--- src/rtl/imm_pkg.sv ---
// Shared types for the immediate-extension pipeline: extension modes and buffer occupancy states.
package imm_pkg;

    typedef enum logic [1:0] {
        IMM_SIGN   = 2'd0,
        IMM_ZERO   = 2'd1,
        IMM_UPPER  = 2'd2,
        IMM_BRANCH = 2'd3
    } imm_mode_t;

    typedef enum logic [1:0] {
        ST_EMPTY = 2'd0,
        ST_ONE   = 2'd1,
        ST_FULL  = 2'd2
    } imm_state_t;

endpackage

--- src/rtl/imm_extend_core.sv ---
// Combinational immediate extension (SIGN / ZERO / UPPER / BRANCH).
// Mode 3 is a shifted sign extension only when IMM_EXTEND_BRANCH_EN is defined; otherwise it behaves as SIGN.
module imm_extend_core
    import imm_pkg::*;
#(
    parameter int unsigned IN_W  = 16,
    parameter int unsigned OUT_W = 32
) (
    input  logic [IN_W-1:0]  imm_i,
    input  logic [1:0]       mode_i,
    output logic [OUT_W-1:0] result_o
);

    logic [OUT_W-1:0] sext;
    logic [OUT_W-1:0] zext;

    // Size casts handle IN_W == OUT_W without a zero-width replication.
    assign sext = OUT_W'($signed(imm_i));
    assign zext = OUT_W'(imm_i);

    always_comb begin
        result_o = sext;
        case (imm_mode_t'(mode_i))
            IMM_SIGN:   result_o = sext;
            IMM_ZERO:   result_o = zext;
            IMM_UPPER:  result_o = zext << (OUT_W - IN_W);
`ifdef IMM_EXTEND_BRANCH_EN
            IMM_BRANCH: result_o = sext << 2;
`else
            IMM_BRANCH: result_o = sext;
`endif
            default:    result_o = sext;
        endcase
    end

endmodule

--- src/rtl/imm_extend_pipe.sv ---
// Pipelined immediate extender feeding a 2-entry skid buffer with valid/ready on both sides.
// Optional feature macro: IMM_EXTEND_BRANCH_EN (enables the BRANCH shift for mode 3).
module imm_extend_pipe
    import imm_pkg::*;
#(
    parameter int unsigned IN_W  = 16,
    parameter int unsigned OUT_W = 32,
    parameter int unsigned TAG_W = 5
) (
    input  logic             clk,
    input  logic             rst_n,
    input  logic             in_valid,
    output logic             in_ready,
    input  logic [IN_W-1:0]  in_imm,
    input  logic [1:0]       in_mode,
    input  logic [TAG_W-1:0] in_tag,
    output logic             out_valid,
    input  logic             out_ready,
    output logic [OUT_W-1:0] out_data,
    output logic [TAG_W-1:0] out_tag
);

    imm_state_t       state_q, state_d;
    logic             in_ready_q, in_ready_d;
    logic             out_valid_q, out_valid_d;
    logic [OUT_W-1:0] head_data_q, head_data_d;
    logic [TAG_W-1:0] head_tag_q, head_tag_d;
    logic [OUT_W-1:0] tail_data_q, tail_data_d;
    logic [TAG_W-1:0] tail_tag_q, tail_tag_d;
    logic [OUT_W-1:0] ext_data;
    logic             accept;
    logic             retire;

    imm_extend_core #(
        .IN_W  (IN_W),
        .OUT_W (OUT_W)
    ) u_core (
        .imm_i    (in_imm),
        .mode_i   (in_mode),
        .result_o (ext_data)
    );

    assign accept = in_valid && in_ready_q;
    assign retire = out_valid_q && out_ready;

    always_comb begin
        state_d     = state_q;
        head_data_d = head_data_q;
        head_tag_d  = head_tag_q;
        tail_data_d = tail_data_q;
        tail_tag_d  = tail_tag_q;
        case (state_q)
            ST_EMPTY: begin
                if (accept) begin
                    head_data_d = ext_data;
                    head_tag_d  = in_tag;
                    state_d     = ST_ONE;
                end
            end
            ST_ONE: begin
                if (accept && retire) begin
                    head_data_d = ext_data;
                    head_tag_d  = in_tag;
                end else if (accept) begin
                    tail_data_d = ext_data;
                    tail_tag_d  = in_tag;
                    state_d     = ST_FULL;
                end else if (retire) begin
                    state_d = ST_EMPTY;
                end
            end
            ST_FULL: begin
                if (retire) begin
                    head_data_d = tail_data_q;
                    head_tag_d  = tail_tag_q;
                    state_d     = ST_ONE;
                end
            end
            default: state_d = ST_EMPTY;
        endcase
        // Handshake flags are registered from the next state so no input reaches an output combinationally.
        in_ready_d  = (state_d != ST_FULL);
        out_valid_d = (state_d != ST_EMPTY);
    end

    always_ff @(posedge clk or negedge rst_n) begin
        if (!rst_n) begin
            state_q     <= ST_EMPTY;
            in_ready_q  <= 1'b1;
            out_valid_q <= 1'b0;
            head_data_q <= '0;
            head_tag_q  <= '0;
            tail_data_q <= '0;
            tail_tag_q  <= '0;
        end else begin
            state_q     <= state_d;
            in_ready_q  <= in_ready_d;
            out_valid_q <= out_valid_d;
            head_data_q <= head_data_d;
            head_tag_q  <= head_tag_d;
            tail_data_q <= tail_data_d;
            tail_tag_q  <= tail_tag_d;
        end
    end

    assign in_ready  = in_ready_q;
    assign out_valid = out_valid_q;
    assign out_data  = head_data_q;
    assign out_tag   = head_tag_q;

endmodule

--- config.mk ---
export PLATFORM = sky130hd
export DESIGN_NAME = imm_extend_pipe
export DESIGN_NICKNAME = d
export VERILOG_FILES = /design/src/rtl/imm_pkg.sv /design/src/rtl/imm_extend_core.sv /design/src/rtl/imm_extend_pipe.sv
export SDC_FILE = /design/constraint.sdc
export NUM_CORES = 1
export LEC_CHECK = 0
export ABC_AREA = 1
export ABC_CLOCK_PERIOD_IN_PS = 1700
export BUFFER_PORTS_ARGS = -buffer_cell sky130_fd_sc_hd__buf_2
export CAP_MARGIN = 20
export CORE_UTILIZATION = 30
export DETAILED_ROUTE_END_ITERATION = 10
export PLACE_DENSITY = 0.55
export SETUP_SLACK_MARGIN = 0.5
export SLEW_MARGIN = 20
export SYNTH_ARGS = -nofsm -noshare
export SYNTH_HDL_FRONTEND = slang
export SYNTH_SLANG_ARGS = --single-unit
--- constraint.sdc ---
create_clock -name clk -period 1.7 [get_ports clk]
set_input_delay 0.425 -clock clk [delete_from_list [all_inputs] [get_ports clk]]
set_output_delay 0.425 -clock clk [all_outputs]
set_load 0.005 [all_outputs]
; Word-level counts from Yosys, hierarchy flattened
; Cells that the tools add are included.
; Widths: inputs -> output; s select.
[classes]
add_sub_neg = 0
multipliers = 0
div = 0
magnitude_cmp = 0
n_eq_ne = 9
n_shift = 0
n_mux = 15
bitwise_logic = 1
n_reduce_logical = 10
[op_table]
columns = cell, count
row1 = $pmux 32 s3, 2
row2 = $mux 32, 3
row3 = $mux 5, 3
row4 = $pmux 5 s3, 1
row5 = $mux 2, 5
row6 = $ne 2x2->1 const B, 4
row7 = $eq 2x2->1 const B, 3
row8 = $pmux 2 s3, 1
row9 = $eq 2x1->1 const B, 2
row10 = $logic_not 2->1, 2
row11 = $reduce_and 4->1, 1
row12 = $logic_and 1x1->1, 3
row13 = $reduce_and 3->1, 1
row14 = $reduce_bool 3->1, 1
row15 = $reduce_bool 2->1, 1
row16 = $reduce_or 2->1, 1
row17 = $not 1->1, 1
[totals]
reg_bits = 78
latch_bits = 0
ram_bits = 0
mem_bits_ro = 0
in_bits = 27
out_inout_bits = 39
elab_cells = 42
mem_count = 0

; Logic depth before layout (Yosys ltp)
; Gate-level depths: netlist of run 1.
[depth]
depth_word = 6
mapped_depth = 10
ltp_nobuf = 8

; Cells and area by module
; A second synthesis of run 1 with hierarchy kept.
[hier_totals]
hier_cells = 540
area_unflattened_um2 = 4036.4
[by_module_without_submodules]
columns = mod, n_inst, cells_each, area_each_um2, seq_area_each_um2
row1 = imm_extend_pipe, 1, 464, 3606.0, 1953.1
row2 = imm_extend_core, 1, 76, 430.4, 0.0

; Least setup slack after synthesis of run 1
; Ideal clock, no wire load.
[synth_path]
path_type = input to register
from = input port in_mode[0]
to = register head_data_q[20] (netlist: out_data[20])
setup_time_ps = 116
arrival_ps = 1332
required_ps = 1584
setup_slack_ps = 252
path_stages = 9
path_buffers = 1
cell_sequence = inv_1 -> ha_1 -> nand2_1 -> buf_2 -> nand2_1 -> nand3_1 -> nand2_1 -> nand2_1 -> nand2_1
[synth_via]
elab_chain_cells = 5
elab_cells_between_ends = 9
classes_between = eq/ne: 3 / mux: 4 / reduce/logical: 2
[synth_rtl]
columns = item, line_no
row1 = start: declaration, imm_extend_pipe.sv:15  ; input logic [1:0] in_mode,
row2 = $eq 2x2->1 / $logic_not 2->1 (equally long branches), imm_extend_core.sv:23  ; case (imm_mode_t'(mode_i))
row3 = $reduce_or 2->1 (no line), --
row4 = $pmux 32 s3 *, imm_extend_core.sv:23
row5 = "$mux 32, on equally long branches", "imm_extend_pipe.sv:61, imm_extend_pipe.sv:54"
row6 = $pmux 32 s3 *, imm_extend_pipe.sv:52  ; case (state_q)
row7 = end signal: assignment, imm_extend_pipe.sv:99  ; head_data_q <= head_data_d;
row8 = end: declaration, imm_extend_pipe.sv:26  ; logic [OUT_W-1:0] head_data_q, head_data_d;
; Every way passes the cells marked *; elsewhere a longest branch is shown, timed or not. The select of a mux whose other input is x is not followed.
; A chain may end at the register's enable or synchronous reset.

; Final worst setup path of run 1
[layout_path]
from = register state_q[0]
to = register head_data_q[6] (netlist: out_data[6])
[layout_via]
elab_chain_cells = 3
elab_cells_between_ends = 9
classes_between = eq/ne: 5 / mux: 1 / reduce/logical: 3
[layout_rtl]
columns = item, line_no
row1 = start: declaration, imm_extend_pipe.sv:23  ; imm_state_t state_q, state_d;
row2 = start signal: assignment, imm_extend_pipe.sv:96  ; state_q <= state_d;
row3 = $eq 2x1->1 (tied with other cells), imm_extend_pipe.sv:52
row4 = $ne 2x2->1 (no line) / $reduce_bool 3->1 (equally long branches), --
row5 = $reduce_and 4->1 (no line), --
; Several ways; a longest one is shown, not always the timed one.

==> results of run 1 <==
## state kept, by name, indices dropped and copies added (netlist names)
signal and count:
tail_data_q 32, out_valid 1, state_q 2, tail_tag_q 5, out_tag 5, in_ready 1
out_data 32
## critical path, cell delays in order, from the launching register on
cell,delay [ns]
dfrtp_1,0.41
buf_6,0.14
o21ai_4,0.27
nand2_8,0.13
buf_12,0.15
buf_16,0.14
nand2_1,0.06
nand2_1,0.05
## cell usage after synthesis
cell	instances	area share [%]
nand2_1	288	29
dfrtp_1	77	52
buf_2	17	2.3
ha_1	2	0.68
buf_6	2	0.61
clkbuf_1	10	1.0
dfstp_2	1	0.71
inv_2	2	0.20
buf_4	2	0.41
nor2_1	3	0.30
o21ai_1	4	0.54
o21ai_0	39	5.3
nand3_1	34	4.6
nand2_2	1	0.17
nand4_1	1	0.17
inv_1	15	1.5
## final cells by class
type / instances / area share, %
tap: 147 / 3.19
sequential: 78 / 33.8
clock buffer: 10 / 3.97
timing repair buffer: 144 / 23.6
clock inverter: 6 / 1.08
timing repair inverter: 1 / 0.108
inverter: 17 / 1.71
multi-input combinational: 373 / 32.5
## layer usage
metal	global-route usage, %	vias up	share of wire, %
li1	-	1804	-
met1	27.0	1834	43
met2	32.3	147	47
met3	4.66	30	7.4
met4	6.05	0	2.6
met5	0	-	0
## cells by family after synthesis
logic type / after synthesis
AOI/OAI and AO/OA: 43
adders and majority gates: 2
buffers and inverters: 48
DFF: 78
and+or+nand+nor: 327
## metrics by stage
| stage | total power, mW | cell area, um^2 | setup WS [ns] |
|---|---|---|---|
| floorplan | 5.09 | 3990 | 0.421 |
| global placement | 5.88 | 4380 | 0.115 |
| detailed placement | 5.96 | 4380 | 0.0712 |
| CTS | 10.1 | 5380 | 0.284 |
| global route | 11.6 | 5770 | 0.176 |
| finish | 10.9 | 5770 | 0.246 |
## final timing paths
path                            endpoint  slack, ns  depth (start not counted)
max in group asynchronous    out_data[4]       0.66                          3
min reg2reg                 out_data[23]       0.47                          2
min                        tail_tag_q[3]       0.35                          3
max                          out_data[6]       0.25                          7
min in group asynchronous     out_tag[1]       0.51                          2
max reg2reg                  out_data[6]       0.25                          7
## cell usage in the layout (no fill, tap or decap)
master,synthesis,routed
o21ai_0,39,31
buf_8,0,1
nand4_1,1,1
nand3_1,34,10
nand3_4,0,1
clkinv_8,0,1
inv_4,0,2
nor2_4,0,1
nand2_2,1,37
buf_4,2,48
bufinv_16,0,1
ha_2,0,1
clkbuf_16,0,14
o21ai_4,0,1
clkinv_2,0,2
inv_12,0,1
dlygate4sd3_1,0,1
dfstp_2,1,1
inv_1,15,9
buf_16,0,8
o21ai_1,4,11
inv_2,2,4
buf_12,0,11
nand2_8,0,1
nand2_4,0,12
nor2_1,3,1
nor2_2,0,1
ha_4,0,1
clkinvlp_4,0,3
buf_6,2,5
dfrtp_2,0,1
bufbuf_16,0,1
buf_2,17,64
clkbuf_1,10,1
nand2_1,288,240
dfrtp_1,77,76
nand3_2,0,23
inv_8,0,1
## power by group
| group | total [mW] | switching (mW) | internal, mW |
|---|---|---|---|
| logic | 5.88 | 2.95 | 2.93 |
| registers | 3.08 | 0.431 | 2.65 |
| clock network | 1.90 | 0.771 | 1.13 |
| total | 10.9 | 4.15 | 6.71 |
## timing repair
action | in CTS | in global routing
pin swaps | 17 | 6
endpoints found under the hold margin | 3 | 0
setup buffers | 33 | 18
endpoints found under the setup margin | 114 | 133
resized for setup | 52 | 31
hold buffers | 1 | 0
cloned | 11 | 7
==> qor.txt, run 1 <==
Yosys warnings -> 0
Antenna-violating nets left -> 0
Largest family of logic cells by synthesized area -> simple AND/OR/NAND/NOR gates
Initial core utilization -> 30.7%
Leak -> 3.13 nW
Ports -> 66
Worst r2r src -> state_q[0]
Count of final setup violators -> 0
CP startpoint -> state_q[0]
CTS Buf Count -> 9
Global Route Usage Sum -> 20.1%
Largest net degree at the start of global routing -> 75
Multi-input gate area -> 1880 um^2
Drt drc -> 0
Synthesized flop and latch total -> 78
DR WL/cell -> 16.6 um
Mapped Cells -> 498
Gpl congestion -> 0.765
Mux share of post-synthesis cell area -> 0%
Core footprint -> 12,000 um^2
DP Wirelength -> 6410 um
Latest clock arrival within the worst-skew pair -> 0.34 ns
H-tree lvl count -> 3
Worst-margin pin slew -> 0.283 ns
I/O Buffers -> 65
Global-route wire length before repair -> 19,500 um
Finished Layout Cells -> 776
Min Tclk post-route -> 1.45 ns
Initial DRC count -> 321
Post-layout util -> 48.1%
Mapped Area -> 3690 um^2
P per Cell Area -> 1880 nW/um^2
CTS root buf -> clkbuf_16
Site Rows -> 40
Max Fclk -> 688 MHz
Worst IR Drop VDD -> 826 uV
Critical Path RT -> 1.93 ns
Die Height -> 113 um
Clk buf depth -> 2
Compound-Gate Fraction of Synth Area -> 5.83%
Setup TNS -> 0 ns
Clk slew on worst S/H paths -> 0.06 ns
WL final -> 12,900 um
Fin nets -> 653
Startpoint Class -> flop
Max_cap viols -> 0
Max FO, Critical Path -> 9
Worst Hold Class -> primary input to flop
Fin. Hold Viols -> 0
Cell count after placement -> 690
Antenna violations before repair -> 0
Cell variety after synth -> 16
Final period util -> 85.5%
Layout cells sized above 1 -> 39.4%
CTS tree -> built
Num Clock Sinks -> 78
Worst-case hold slack -> 0.351 ns
Via Count -> 3,815
RSZ-0062 raised after global routing -> yes
Max-slew violations -> 0
Grt ovf -> 0
Ant. Diodes -> 0
Area grow syn2layout -> 56.4%
Status -> finished, final reports clean
Die area -> 12,800 um^2
HP Start -> in_tag[3]
Adder-cell area share of the yosys netlist -> 0.678%
Drt first pass iters -> 5
Final Skew -> 0.00538 ns
Vias in the first global route -> 3,634
Syn_nets -> 527
Fillcell total -> 1,157
CP Class -> flop to flop
Worst Path Arrival -> 1.68 ns
Rel. slew slack -> 81.1%
Reg area -> 1950 um^2
Mean area per synthesized cell -> 7.41 um^2
Post-synthesis simple-gate area fraction -> 34.5%
Die X -> 113 um
XOR/XNOR share of the synthesized area -> 0%
Crit. End Element -> flop
Vias per inst -> 4.92
Sequential share of the synthesized area -> 52.9%
No activity file was read; power rests on OpenSTA's default activity.
==> inputs of run 2 (changes only) <==
--- a/config.mk
+++ b/config.mk
@@ -12,6 +12,7 @@
 export CORE_UTILIZATION = 30
 export DETAILED_ROUTE_END_ITERATION = 10
 export PLACE_DENSITY = 0.55
+export REMOVE_ABC_BUFFERS = 1
 export SETUP_SLACK_MARGIN = 0.5
 export SLEW_MARGIN = 20
 export SYNTH_ARGS = -nofsm -noshare
==> qor.txt, run 2 (synthesis gave the netlist of run 1 again) <==
Clk buf depth -> 2 (unchanged)
Ports -> 66 (unchanged)
Vias per inst -> 4.70 (was 4.92)
Worst-case hold slack -> -0.00505 ns (was 0.351 ns)
Antenna violations before repair -> 0 (unchanged)
R2R Setup Slk -> 0.34 ns (was 0.25 ns)
Global Route Usage Sum -> 16.7% (was 20.1%)
Vias in the first global route -> 3,208 (was 3,634)
Count of final setup violators -> 0 (unchanged)
DP Wirelength -> 5850 um (was 6410 um)
Max Fclk -> 714 MHz (was 688 MHz)
Die Height -> 113 um (unchanged)
Gpl congestion -> 0.744 (was 0.765)
CP Class -> flop to primary output (was flop to flop)
Status -> finished with violations (was finished, final reports clean)
# hold bufs at CTS -> 0 (was 1)
Worst Path Arrival -> 0.98 ns (was 1.68 ns)
Rel. slew slack -> 75.6% (was 81.1%)
Via Count -> 3,471 (was 3,815)
CTS tree -> built (unchanged)
H-tree lvl count -> 3 (unchanged)
Final Skew -> 0.00508 ns (was 0.00538 ns)
CP delay by family, top -> flip-flops (was buffers and inverters)
Comb power frac -> 48.1% (was 54.1%)
Cell Int Power -> 5.70 mW (was 6.71 mW)
Critical Path RT -> 1.27 ns (was 1.93 ns)
Most frequent cells in the layout -> nand2_1, dfrtp_1, buf_2 (unchanged)
P per Cell Area -> 1840 nW/um^2 (was 1880 nW/um^2)
CTS Buf Count -> 9 (unchanged)
Layout cells sized above 1 -> 22.8% (was 39.4%)
RSZ-0062 raised after global routing -> yes (unchanged)
Max FO, Critical Path -> 3 (was 9)
Area grow syn2layout -> 36.3% (was 56.4%)
Worst R2R End -> out_tag[0] (was out_data[6])
I/O Buffers -> 65 (unchanged)
Site Rows -> 40 (unchanged)
Fin nets -> 618 (was 653)
Fin. Hold Viols -> 4 (was 0)
Finished Layout Cells -> 739 (was 776)
Max-slew violations -> 0 (unchanged)
Max_cap viols -> 0 (unchanged)
Switching part of the total -> 38.4% (was 38.2%)
Drt first pass iters -> 4 (was 5)
Num Clock Sinks -> 78 (unchanged)
Worst r2r src -> in_ready (was state_q[0])
Die area -> 12,800 um^2 (unchanged)
R2R depth -> 6 (was 7)
Core footprint -> 12,000 um^2 (unchanged)
DR WL/cell -> 14.7 um (was 16.6 um)
Worst-margin pin slew -> 0.366 ns (was 0.283 ns)
Die X -> 113 um (unchanged)
Cell count after placement -> 693 (was 690)
Crit. End Element -> primary output (was flop)
Placed Instance Area -> 4230 um^2 (was 4380 um^2)
Crit path buffers/inverters -> 1 (was 3)
Slowest CP cell -> dfstp_2 (was dfrtp_1)
Post-layout util -> 41.9% (was 48.1%)
Antenna-violating nets left -> 0 (unchanged)
Failing checks -> negative hold slack
Grt ovf -> 0 (unchanged)
Fin area -> 5030 um^2 (was 5770 um^2)
Initial core utilization -> 30.7% (unchanged)
Reg power frac -> 33.2% (was 28.4%)
Worst Hold Class -> primary input to async pin (was primary input to flop)
Latest clock arrival within the worst-skew pair -> 0.33 ns (was 0.34 ns)
Cell depth of the worst setup path -> 1 (was 7)
Global-route wire length before repair -> 16,500 um (was 19,500 um)
Min Tclk post-route -> 1.40 ns (was 1.45 ns)
Worst IR Drop VDD -> 594 uV (was 826 uV)
Leak -> 2.78 nW (was 3.13 nW)
Clk slew on worst S/H paths -> 0.06 ns (about the same)
WL final -> 10,900 um (was 12,900 um)
Commonest non-fill, non-tap cell in the layout -> nand2_1 (unchanged)
Pre-CTS setup slack -> -0.0770 ns (was 0.0712 ns)
Sw Pwr -> 3.56 mW (was 4.15 mW)
CP peak stage delay -> 0.54 ns (was 0.41 ns)
Largest net degree at the start of global routing -> 45 (was 75)
Startpoint Class -> flop (unchanged)
Initial DRC count -> 244 (was 321)
Drt drc -> 0 (unchanged)
CTS root buf -> clkbuf_16 (unchanged)
Critical path cell sequence -> buf_2 (was buf_6, o21ai_4, nand2_8, buf_12, buf_16, nand2_1, nand2_1)
Setup ws final -> 0.300 ns (was 0.246 ns)
Clk pwr share -> 18.7% (was 17.5%)
Final period util -> 82.4% (was 85.5%)
Ant. Diodes -> 0 (unchanged)
## run 2: changes by cell type in the layout (fill, tap and decap cells not counted), sizes merged
cell	before	now
buf	137	105
bufbuf	1	0
bufinv	1	0
clkbuf	15	16
clkinv	3	4
clkinvlp	3	0
dlygate4sd3	1	0
inv	17	16
## run 2: through the flow
| step | power, mW | hold WS [ns] | TNS (ns) |
|---|---|---|---|
| 4_1_cts | 8.57 | 0.00858 | 0 |
| 5_1_grt | 9.93 | 0.0122 | 0 |
| 3_3_place_gp | 5.89 | 0.357 | -0.649 |
| 6_report | 9.26 | -0.00505 | 0 |
| 2_1_floorplan | 4.64 | 0.129 | -41.09 |
| 3_5_place_dp | 5.97 | 0.363 | -0.977 |
## run 2: timing repair
| action | 4_1_cts | 5_1_grt |
|---|---|---|
| cloned | 4 | 7 |
| setup endpoints to repair | 113 | 114 |
| setup buffers | 14 | 7 |
| gates resized for setup | 28 | 19 |
## run 2: how the worst max path moves through the flow
| stage | startpoint | to | slack (ns) |
|---|---|---|---|
| finish | in_ready | in_ready | 0.30 |
| global route | state_q[0] | out_tag[4] | 0.28 |
| CTS | in_ready | in_ready | 0.29 |
| detailed placement | in_mode[0] | out_data[24] | -0.08 |
| global placement | in_mode[0] | out_data[24] | -0.06 |
| floorplan | in_ready | tail_data_q[0] | -0.63 |
## run 2: area by class of cell
| cell class | count | area [um^2] |
|---|---|---|
| Timing Repair inverter | 1 | 16.3 |
| Timing Repair Buffer | 109 | 941 |
| Tap cell | 147 | 184 |
| Sequential cell | 78 | 1960 |
| Multi-Input combinational cell | 373 | 1580 |
| Inverter | 17 | 103 |
| Clock inverter | 2 | 10.0 |
| Clock buffer | 12 | 246 |
| Fill cell | 1224 | 6980 |
## run 2: power by group through the flow
stage | Combinational [mW] | Clock (mW) | Sequential [mW]
6_report | 4.46 | 1.73 | 3.08
5_1_grt | 4.91 | 1.85 | 3.17
4_1_cts | 3.76 | 1.75 | 3.06
3_5_place_dp | 2.88 | 0 | 3.08
3_3_place_gp | 2.84 | 0 | 3.06
2_1_floorplan | 1.59 | 0 | 3.05
## run 2: routing by layer
metal,global-route usage (%),wire [um],vias to the layer above
li1,-,-,1734
met1,23.3,5280,1646
met2,26.7,5030,86
met3,3.05,489,5
met4,4.74,53,0
met5,0,0,-
